$ cat src/rtl/rv32i_types.sv
// rv32i_types
// Shared type and constant package for the memory-side blocks.
// Holds the default cache-line and burst widths and the state encoding
// used by the cacheline adaptor FSM.
// No ports (package only).

package rv32i_types;

  // Default cache line width in bits (32 bytes).
  localparam int CACHE_LINE_WIDTH  = 256;

  // Default physical bus beat width in bits.
  localparam int CACHE_BURST_WIDTH = 64;

  // Cacheline adaptor FSM states.
  typedef enum logic [1:0] {
    IDLE  = 2'd0,
    READ  = 2'd1,
    WRITE = 2'd2,
    RESP  = 2'd3
  } adaptor_state_t;

endpackage : rv32i_types

$ cat src/rtl/cacheline_adaptor.sv
// cacheline_adaptor
// Converts single-cycle cache line requests into multi-beat bursts on the
// physical memory bus. A line fill is assembled beat by beat (beat 0 in the
// LSBs); a writeback line is captured on acceptance and streamed out one
// beat per burst_resp. Completion is signalled with a one-cycle line_resp.
//
// Ports:
//   clk, rst_n        clock and asynchronous active-low reset
//   line_read         cache line fill request (held until line_resp)
//   line_write        cache line writeback request (held until line_resp)
//   line_address      byte address of the line
//   line_wdata        line to write back
//   line_rdata        assembled fill line (holds until the next fill)
//   line_resp         one-cycle completion pulse
//   rd_count/wr_count completed fill/writeback counters (stats build only)
//   burst_address     line-aligned burst address
//   burst_read/write  burst request strobes
//   burst_wdata       current write beat
//   burst_rdata       current read beat
//   burst_resp        beat transferred this cycle
//
// Build option: define CACHELINE_ADAPTOR_STATS_EN to add rd_count/wr_count.

module cacheline_adaptor
  import rv32i_types::*;
#(
  parameter int LINE_WIDTH  = CACHE_LINE_WIDTH,
  parameter int BURST_WIDTH = CACHE_BURST_WIDTH
) (
  input  logic                   clk,
  input  logic                   rst_n,

  input  logic                   line_read,
  input  logic                   line_write,
  input  logic [31:0]            line_address,
  input  logic [LINE_WIDTH-1:0]  line_wdata,
  output logic [LINE_WIDTH-1:0]  line_rdata,
  output logic                   line_resp,
`ifdef CACHELINE_ADAPTOR_STATS_EN
  output logic [31:0]            rd_count,
  output logic [31:0]            wr_count,
`endif

  output logic [31:0]            burst_address,
  output logic                   burst_read,
  output logic                   burst_write,
  output logic [BURST_WIDTH-1:0] burst_wdata,
  input  logic [BURST_WIDTH-1:0] burst_rdata,
  input  logic                   burst_resp
);

  localparam int BEATS       = LINE_WIDTH / BURST_WIDTH;
  localparam int BEAT_BITS   = $clog2(BEATS);
  localparam int OFFSET_BITS = $clog2(LINE_WIDTH / 8);
  localparam logic [BEAT_BITS-1:0] LAST_BEAT = BEAT_BITS'(BEATS - 1);

  adaptor_state_t        state;
  logic [BEAT_BITS-1:0]  beat;
  logic [LINE_WIDTH-1:0] captured_wdata;
  logic [31:0]           aligned_address;

`ifdef CACHELINE_ADAPTOR_STATS_EN
  // Remembers which burst type is finishing so RESP can bump the right counter.
  logic                  is_write;
`endif

  // The byte offset within the line never reaches the bus; the reduction
  // below only marks those bits as intentionally dropped.
  logic unused_offset_bits;
  assign unused_offset_bits = ^line_address[OFFSET_BITS-1:0];

  assign aligned_address = {line_address[31:OFFSET_BITS], {OFFSET_BITS{1'b0}}};

  // Single FSM with all outputs registered. Line inputs are sampled only
  // when leaving IDLE, so anything the cache does to them mid-burst is
  // invisible. burst_resp is only honoured in READ and WRITE.
  always_ff @(posedge clk or negedge rst_n) begin
    if (!rst_n) begin
      state          <= IDLE;
      beat           <= '0;
      captured_wdata <= '0;
      line_rdata     <= '0;
      line_resp      <= 1'b0;
      burst_address  <= '0;
      burst_read     <= 1'b0;
      burst_write    <= 1'b0;
      burst_wdata    <= '0;
`ifdef CACHELINE_ADAPTOR_STATS_EN
      is_write       <= 1'b0;
      rd_count       <= '0;
      wr_count       <= '0;
`endif
    end else begin
      line_resp <= 1'b0;

      case (state)
        IDLE: begin
          // Writeback has priority so a dirty victim leaves before the fill.
          if (line_write) begin
            state          <= WRITE;
            beat           <= '0;
            captured_wdata <= line_wdata;
            burst_address  <= aligned_address;
            burst_write    <= 1'b1;
            burst_wdata    <= line_wdata[BURST_WIDTH-1:0];
`ifdef CACHELINE_ADAPTOR_STATS_EN
            is_write       <= 1'b1;
`endif
          end else if (line_read) begin
            state          <= READ;
            beat           <= '0;
            captured_wdata <= line_wdata;
            burst_address  <= aligned_address;
            burst_read     <= 1'b1;
`ifdef CACHELINE_ADAPTOR_STATS_EN
            is_write       <= 1'b0;
`endif
          end
        end

        READ: begin
          if (burst_resp) begin
            line_rdata[int'(beat)*BURST_WIDTH +: BURST_WIDTH] <= burst_rdata;
            beat <= beat + 1'b1;
            if (beat == LAST_BEAT) begin
              state      <= RESP;
              burst_read <= 1'b0;
              line_resp  <= 1'b1;
            end
          end
        end

        WRITE: begin
          // burst_wdata is preloaded with the next beat so it is already
          // valid in the cycle after each accepted beat.
          if (burst_resp) begin
            beat <= beat + 1'b1;
            if (beat == LAST_BEAT) begin
              state       <= RESP;
              burst_write <= 1'b0;
              burst_wdata <= '0;
              line_resp   <= 1'b1;
            end else begin
              burst_wdata <= captured_wdata[(int'(beat) + 1)*BURST_WIDTH +: BURST_WIDTH];
            end
          end
        end

        RESP: begin
          state <= IDLE;
`ifdef CACHELINE_ADAPTOR_STATS_EN
          if (is_write) begin
            wr_count <= wr_count + 32'd1;
          end else begin
            rd_count <= rd_count + 32'd1;
          end
`endif
        end

        default: begin
          state <= IDLE;
        end
      endcase
    end
  end

endmodule : cacheline_adaptor

$ cat config.mk
export PLATFORM = sky130hd
export DESIGN_NAME = cacheline_adaptor
export DESIGN_NICKNAME = d
export VERILOG_FILES = /design/src/rtl/rv32i_types.sv /design/src/rtl/cacheline_adaptor.sv
export SDC_FILE = /design/constraint.sdc
export NUM_CORES = 1
export LEC_CHECK = 0
export CORE_AREA = 4 4 275 277
export DETAILED_ROUTE_END_ITERATION = 8
export DIE_AREA = 0 0 279 281
export PLACE_DENSITY_LB_ADDON = 0.05
export SYNTH_ARGS = -nofsm -noshare
export SYNTH_HDL_FRONTEND = slang
export SYNTH_SLANG_ARGS = --single-unit
$ cat constraint.sdc
create_clock -name clk -period 3.61 [get_ports clk]
set_clock_uncertainty 0.05 [all_clocks]
set_input_delay 0.722 -clock clk [delete_from_list [all_inputs] [get_ports clk]]
set_output_delay 0.722 -clock clk [all_outputs]
set_load 0.01 [all_outputs]
==> results of run 1 <==
cell families (layout without fill, tap and decap cells):
kind of cell	after synthesis	count (layout)
adders and majority gates	11	11
muxes	287	287
AOI/OAI and AO/OA	397	397
DFF	546	546
and+or+nand+nor	92	92
buffers and inverters	146	864
other	1	16
flip-flops by register name, indices dropped and copies added (netlist names):
name	count
captured_wdata	192
burst_wdata	64
beat	2
burst_address	27
burst_write	1
line_resp	1
burst_read	1
state	2
line_rdata	256
area by class of cell:
type,count,area [µm²],share of cell area [%]
flip-flops and latches,546,13670,42.49
multi-input cells,792,7676,23.86
repair buffers,743,7485,23.26
clock buffers,92,1886,5.861
well taps,959,1200,3.730
clock inverters,23,205.2,0.6378
diodes,11,27.53,0.08556
inverters,6,22.52,0.07000
metrics by stage:
stage	power [mW]	instances	instance area, µm²
finish	24.63	3172	32170
global route	26.03	3170	32170
CTS	25.05	3161	32140
detailed placement	18.50	3045	30040
global placement	18.34	3045	30040
floorplan	14.35	1484	22040
routing by layer:
metal,wire length (µm),GRT usage (%)
met4,2326,6.460
met2,41130,34.61
met3,6296,6.455
met5,264,0
met1,32260,24.29
power by group through the flow:
stage | registers (mW) | clock network (mW) | logic (mW)
floorplan | 9.50 | 0 | 4.85
global placement | 9.31 | 0 | 9.03
detailed placement | 9.37 | 0 | 9.13
CTS | 9.29 | 6.61 | 9.15
global route | 9.52 | 6.85 | 9.66
finish | 9.28 | 6.38 | 8.97
how the worst max path moves through the flow:
stage,startpoint,to,slack (ns),depth (start not counted)
5_1_grt,beat[0]$_DFFE_PN0P_,line_rdata[204]$_DFFE_PN0P_,1.07,5
2_1_floorplan,beat[0]$_DFFE_PN0P_,line_rdata[101]$_DFFE_PN0P_,1.11,10
3_3_place_gp,burst_resp,burst_wdata[47]$_DFFE_PN0P_,0.72,5
3_5_place_dp,burst_resp,burst_wdata[36]$_DFFE_PN0P_,0.69,5
6_report,burst_wdata[32]$_DFFE_PN0P_,burst_wdata[32],1.20,1
4_1_cts,line_rdata[169]$_DFFE_PN0P_,line_rdata[169],1.13,1
cells in the final DEF, fill, tap and decap left out, drive strengths merged:
cell,netlist,final
clkdlybuf4s50,0,699
dfrtp,546,546
a22o,256,256
mux2,219,219
clkbuf,63,92
mux2i,68,68
o2bb2ai,64,64
and4,64,64
a221o,64,64
buf,77,43
clkinv,0,16
diode,0,11
ha,11,11
inv,6,7
o21ai,6,6
nand3,6,6
conb,1,5
nand2b,3,3
nor4,3,3
nand2,3,3
bufinv,0,3
clkinvlp,0,3
nand3b,2,2
a21oi,2,2
o31ai,2,2
nor3,2,2
nor2,2,2
nor2b,2,2
and3,1,1
nor4b,1,1
a211o,1,1
nor3b,1,1
or3,1,1
o211ai,1,1
and2,1,1
o311ai,1,1
dlygate4sd3,0,1
==> metrics.cfg, run 1 <==
[timing]
relSlewSlack_pct=36.19
slew_viol_final=0
fin_hold_ws_ns=0.4491
hold_viol_final=0
setup_tns_ns=0
worst_slack_ns=1.203
fmaxAchievable_mhz=415.5
finalSetupViolCount=0
fin_crit_ns=2.407
post-route-period-util_pct=66.68
grt_setup_unrepaired=false
max_slew.worst_pin.slew_ns=0.9572

[cts]
cts_sinks=546
h-tree-depth=2
cts_resized=0
ctsRootBufferMaster=clkbuf_16
path_clk_slew_ns=0.06
post_cts_buffers=0
cts_tree=yes
cts_buffers=61
clk_latency_ns=0.61
ctsHoldBuffers=1
clock_path_buffers=3

[yosys]
syn_avg_cell_area_um2=14.88
yosysSeqAreaShare_pct=62.05
yosys-top-cells-count=546 x dfrtp_1, 256 x a22o_1, 219 x mux2_2, 68 x mux2i_1
synth-seq-cells=546
synth_warnings=0
async_flop_share_pct=100.0
synth_top_area_share_pct=62.05
synth_compound_area_share_pct=16.00
synth.area.mux_share_pct=14.29
synthSimpleGateAreaFrac_pct=3.489
synth_area_leaders=dfrtp_1 62%, mux2_2 11%, a22o_1 10%, mux2i_1 3.1%, a221o_1 2.9%
synth_most_common_cell=dfrtp_1
ys.flop_type=dfrtp_1
synth_cells=1480
synth-adder-area-share_pct=0.6250
synthDistinctLibCells=39
synth-xor-area-share_pct=0
synth_top_family_by_area=compound AO/OA/AOI/OAI gates
synth_enable_flop_cells=0
synth_top_area_cell=dfrtp_1
synth_area_um2=22020

[power]
peakVddDrop_uv=420.9
p_int_mw=16.78
swShare_pct=31.87
pwr-share-seq_pct=37.7
cellPowerDensity_nw_per_um2=765.5
p_leak_nw=13.63
power.switching_mw=7.849
combPwrFrac_pct=36.4
clkPwrFrac_pct=25.9

[floorplan]
dieArea_um2=78400
initial_core_util_pct=30.23
row_count=99
die_x_um=279
io_pins=712
core_um2=72830
die_h_um=281

[worst_setup_path]
crit_chain=clkdlybuf4s50_1
arrival_ns=1.63
crit_family=buffers and inverters
r2r_cells=5
max_stage_delay_ns=0.67
crit_path_top_delay_cell=clkdlybuf4s50_1
worst-path-buf-inv=1
r2r-start=beat[0]$_DFFE_PN0P_
crit_path_end_kind=output pin
cp_max_fo=2
worst-r2r-setup-slack_ns=1.22
cp_data_required_time_ns=2.84
critPathKind=register to output pin
startpoint_type=register
rr_endpoint=burst_wdata[58]$_DFFE_PN0P_

[placed_design]
place_hpwl_mm=56.36
place_ws_ns=0.6870
port_buffers=701
place.gp.congestion=0.7807

[grt]
grt_antenna_before_repair=32
grt_pass1_wl_mm=120.1
grt_pass1_vias=17130
grt.total_usage_pct=20.21
grt_max_degree=158
overflow=0

[layout]
fillers=6664
area.growth.synth_to_final_pct=46.10
utilization_pct=44.17
final_nets=2518
drive_gt1_share_pct=17.62

[detailed_routing]
drt_iter0_drc=735
drtPass1Iterations=5
routedWlPerCell_um=25.94
avgViaCountPerCell=5.097
wirelength_mm=82.28
ant_nets=0
via_count=16170
drc=0

[hold_path]
hold_start=line_rdata[152]$_DFFE_PN0P_
min_path_cells=1
min_path_type=register to register
min_to=line_rdata[152]$_DFFE_PN0P_

[run]
drv_cap=0

[status]
status=finished clean

(Power assumes the default switching activity.)
==> inputs of run 2 (changes only) <==
==> constraint.sdc (replaced) <==
create_clock -name clk -period 2.3 [get_ports clk]
set_clock_uncertainty 0.05 [all_clocks]
set_input_delay 0.46 -clock clk [delete_from_list [all_inputs] [get_ports clk]]
set_output_delay 0.46 -clock clk [all_outputs]
set_load 0.01 [all_outputs]
==> run 2 against run 1 <==
  * Final cell count rose by 1.7%
  * Worst setup slack got worse by 1.1 ns
  * Critical endpoint is now burst_wdata[30]
  * Critical path type unchanged
  * Global-route usage barely moved
  * Clock power rose by 66%
==> metrics.cfg, run 2 (synthesis results as in run 1) <==
[power]
p_leak_nw=14.03  ; was 13.63 nW
swShare_pct=31.41  ; was 31.87%
pwr-share-seq_pct=36.4  ; was 37.7%
cellPowerDensity_nw_per_um2=1209  ; was 765.5 nW/µm²
combPwrFrac_pct=37.0  ; was 36.4%
p_total_mw=39.88  ; was 24.63 mW
p_int_mw=27.35  ; was 16.78 mW
clkPwrFrac_pct=26.5  ; was 25.9%
power.switching_mw=12.53  ; was 7.849 mW
peakVddDrop_uv=628.5  ; was 420.9 µV

[worst_setup_path]
crit_chain=clkdlybuf4s50_1  ; unchanged
crit_end=burst_wdata[30]  ; was burst_wdata[32]
arrival_ns=1.65  ; was 1.63 ns
critPathKind=register to output pin  ; unchanged
crit_start=burst_wdata[30]$_DFFE_PN0P_  ; was burst_wdata[32]$_DFFE_PN0P_
crit_path_top_delay_cell=clkdlybuf4s50_1  ; unchanged
path_depth=1  ; unchanged
startpoint_type=register  ; unchanged
rr_endpoint=line_rdata[55]$_DFFE_PN0P_  ; was burst_wdata[58]$_DFFE_PN0P_
cp_data_required_time_ns=1.79  ; was 2.84 ns
cp_max_fo=2  ; unchanged
crit_path_end_kind=output pin  ; unchanged
crit_family=buffers and inverters  ; unchanged
worst-path-buf-inv=1  ; unchanged
r2r_cells=7  ; was 5
worst-r2r-setup-slack_ns=0.19  ; was 1.22 ns
r2r-start=state[1]$_DFFE_PN0P_  ; was beat[0]$_DFFE_PN0P_
max_stage_delay_ns=0.70  ; was 0.67 ns

[detailed_routing]
avgViaCountPerCell=5.060  ; was 5.097
drtPass1Iterations=4  ; was 5
via_count=16320  ; was 16,170
routedWlPerCell_um=25.31  ; was 25.94 µm
drc=0  ; unchanged
ant_nets=0  ; unchanged
drt_iter0_drc=673  ; was 735
wirelength_mm=81.65  ; was 82.28 mm

[status]
status=finished clean  ; unchanged

[cts]
cts_buffers=66  ; was 61
cts_tree=yes  ; unchanged
h-tree-depth=3  ; was 2
clock_path_buffers=3  ; unchanged
cts_sinks=546  ; unchanged
clk_latency_ns=0.60  ; was 0.61 ns
ctsRootBufferMaster=clkbuf_16  ; unchanged
path_clk_slew_ns=0.06  ; about the same

[floorplan]
io_pins=712  ; unchanged
row_count=99  ; unchanged
core_um2=72830  ; unchanged
die_x_um=279  ; unchanged
die_h_um=281  ; unchanged
initial_core_util_pct=30.23  ; unchanged
dieArea_um2=78400  ; unchanged

[hold_path]
min_path_type=primary input to register  ; was register to register

[timing]
slew_viol_final=0  ; unchanged
fin_hold_ws_ns=0.2524  ; was 0.4491 ns
fin_crit_ns=2.157
finalSetupViolCount=0  ; unchanged
max_slew.worst_pin.slew_ns=0.5666  ; was 0.9572 ns
post-route-period-util_pct=93.80
hold_viol_final=0  ; unchanged
relSlewSlack_pct=62.15  ; was 36.19%
fmaxAchievable_mhz=463.5
grt_setup_unrepaired=false  ; unchanged

[layout]
multi_input_area_um2=7695  ; was 7676 µm²
reg_top3=line_rdata x256, captured_wdata x192, burst_wdata x64  ; unchanged
mostFrequentLayoutCells=699 x clkdlybuf4s50_1, 544 x dfrtp_1, 256 x a22o_1, 219 x mux2_2  ; was 699 x clkdlybuf4s50_1, 544 x dfrtp_1, 256 x a22o_1, 219 x mux2_2, 68 x mux2i_1
final_nets=2568  ; was 2,518
largest_register_ffs=256  ; unchanged
fillers=6611  ; was 6,664
drive_gt1_share_pct=19.10  ; was 17.62%
top_register=line_rdata  ; unchanged
ff_latch_area_um2=13670  ; unchanged
layout_commonest_cell=clkdlybuf4s50_1  ; unchanged
area.growth.synth_to_final_pct=49.79  ; was 46.10%

[grt]
grt_antenna_before_repair=29  ; was 32
grt_pass1_wl_mm=119.9  ; was 120.1 mm
overflow=0  ; unchanged
grt.total_usage_pct=20.19  ; was 20.21%
grt_pass1_vias=17460  ; was 17,130
grt_max_degree=77  ; was 158

[placed_design]
place.gp.congestion=0.8106  ; was 0.7807
port_buffers=701  ; unchanged
place_hpwl_mm=58.18  ; was 56.36 mm

[run]
drv_cap=0  ; unchanged

-- run 2: power groups by stage --
stage          logic, mW  clock network (mW)  registers (mW)
6_report            14.8                10.6            14.5
5_1_grt             15.9                11.3            14.9
4_1_cts             15.1                10.9            14.6
3_5_place_dp        15.0                   0            14.7
3_3_place_gp        14.9                   0            14.6
2_1_floorplan       7.66                   0            14.9
-- run 2: worst min-delay path by stage --
stage,slack [ns],to,startpoint,cells after the start
after global routing,0.26,state[1]$_DFFE_PN0P_,line_write,3
final,0.25,state[0]$_DFFE_PN0P_,line_write,4
after CTS,0.20,state[0]$_DFFE_PN0P_,line_write,4
after detailed placement,0.35,captured_wdata[145]$_DFFE_PN0P_,rst_n,1
after floorplan,0.11,beat[0]$_DFFE_PN0P_,rst_n,0
after global placement,0.36,captured_wdata[145]$_DFFE_PN0P_,rst_n,1
-- run 2: final cells by class --
cell class	count	share of cell area (%)
antenna	16	0.1214
clock buffer	97	5.853
clock inverter	22	0.8459
inverter	6	0.06828
multi-input combinational	792	23.33
sequential	546	41.44
tap	959	3.638
timing repair buffer	788	24.70
-- run 2: metal layers --
layer  vias up  track usage, %  wire (µm)
li1       7184               -          -
met1      8438           23.95      32040
met2       539           34.84      41050
met3       142           6.438       5967
met4        20           6.707       2474
met5         -               0        128
-- run 2: stage by stage --
step | instance area [µm²] | setup WS (ns) | TNS, ns | util, % | std cells
CTS | 32950 | 0.09989 | 0 | 45.23 | 3210
finish | 32990 | 0.1425 | 0 | 45.29 | 3226
global route | 32970 | 0.03848 | 0 | 45.27 | 3220
global placement | 30730 | -0.007912 | -0.05641 | 42.19 | 3090
floorplan | 22070 | 0.03250 | 0 | - | 1484
detailed placement | 30730 | -0.005781 | -0.006891 | 42.19 | 3090
-- run 2: timing repair --
action,CTS,global route
endpoints found under the setup margin,0,0
setup buffers,0,0
endpoints found under the hold margin,25,0
gates resized for setup,0,0
hold buffers,1,0
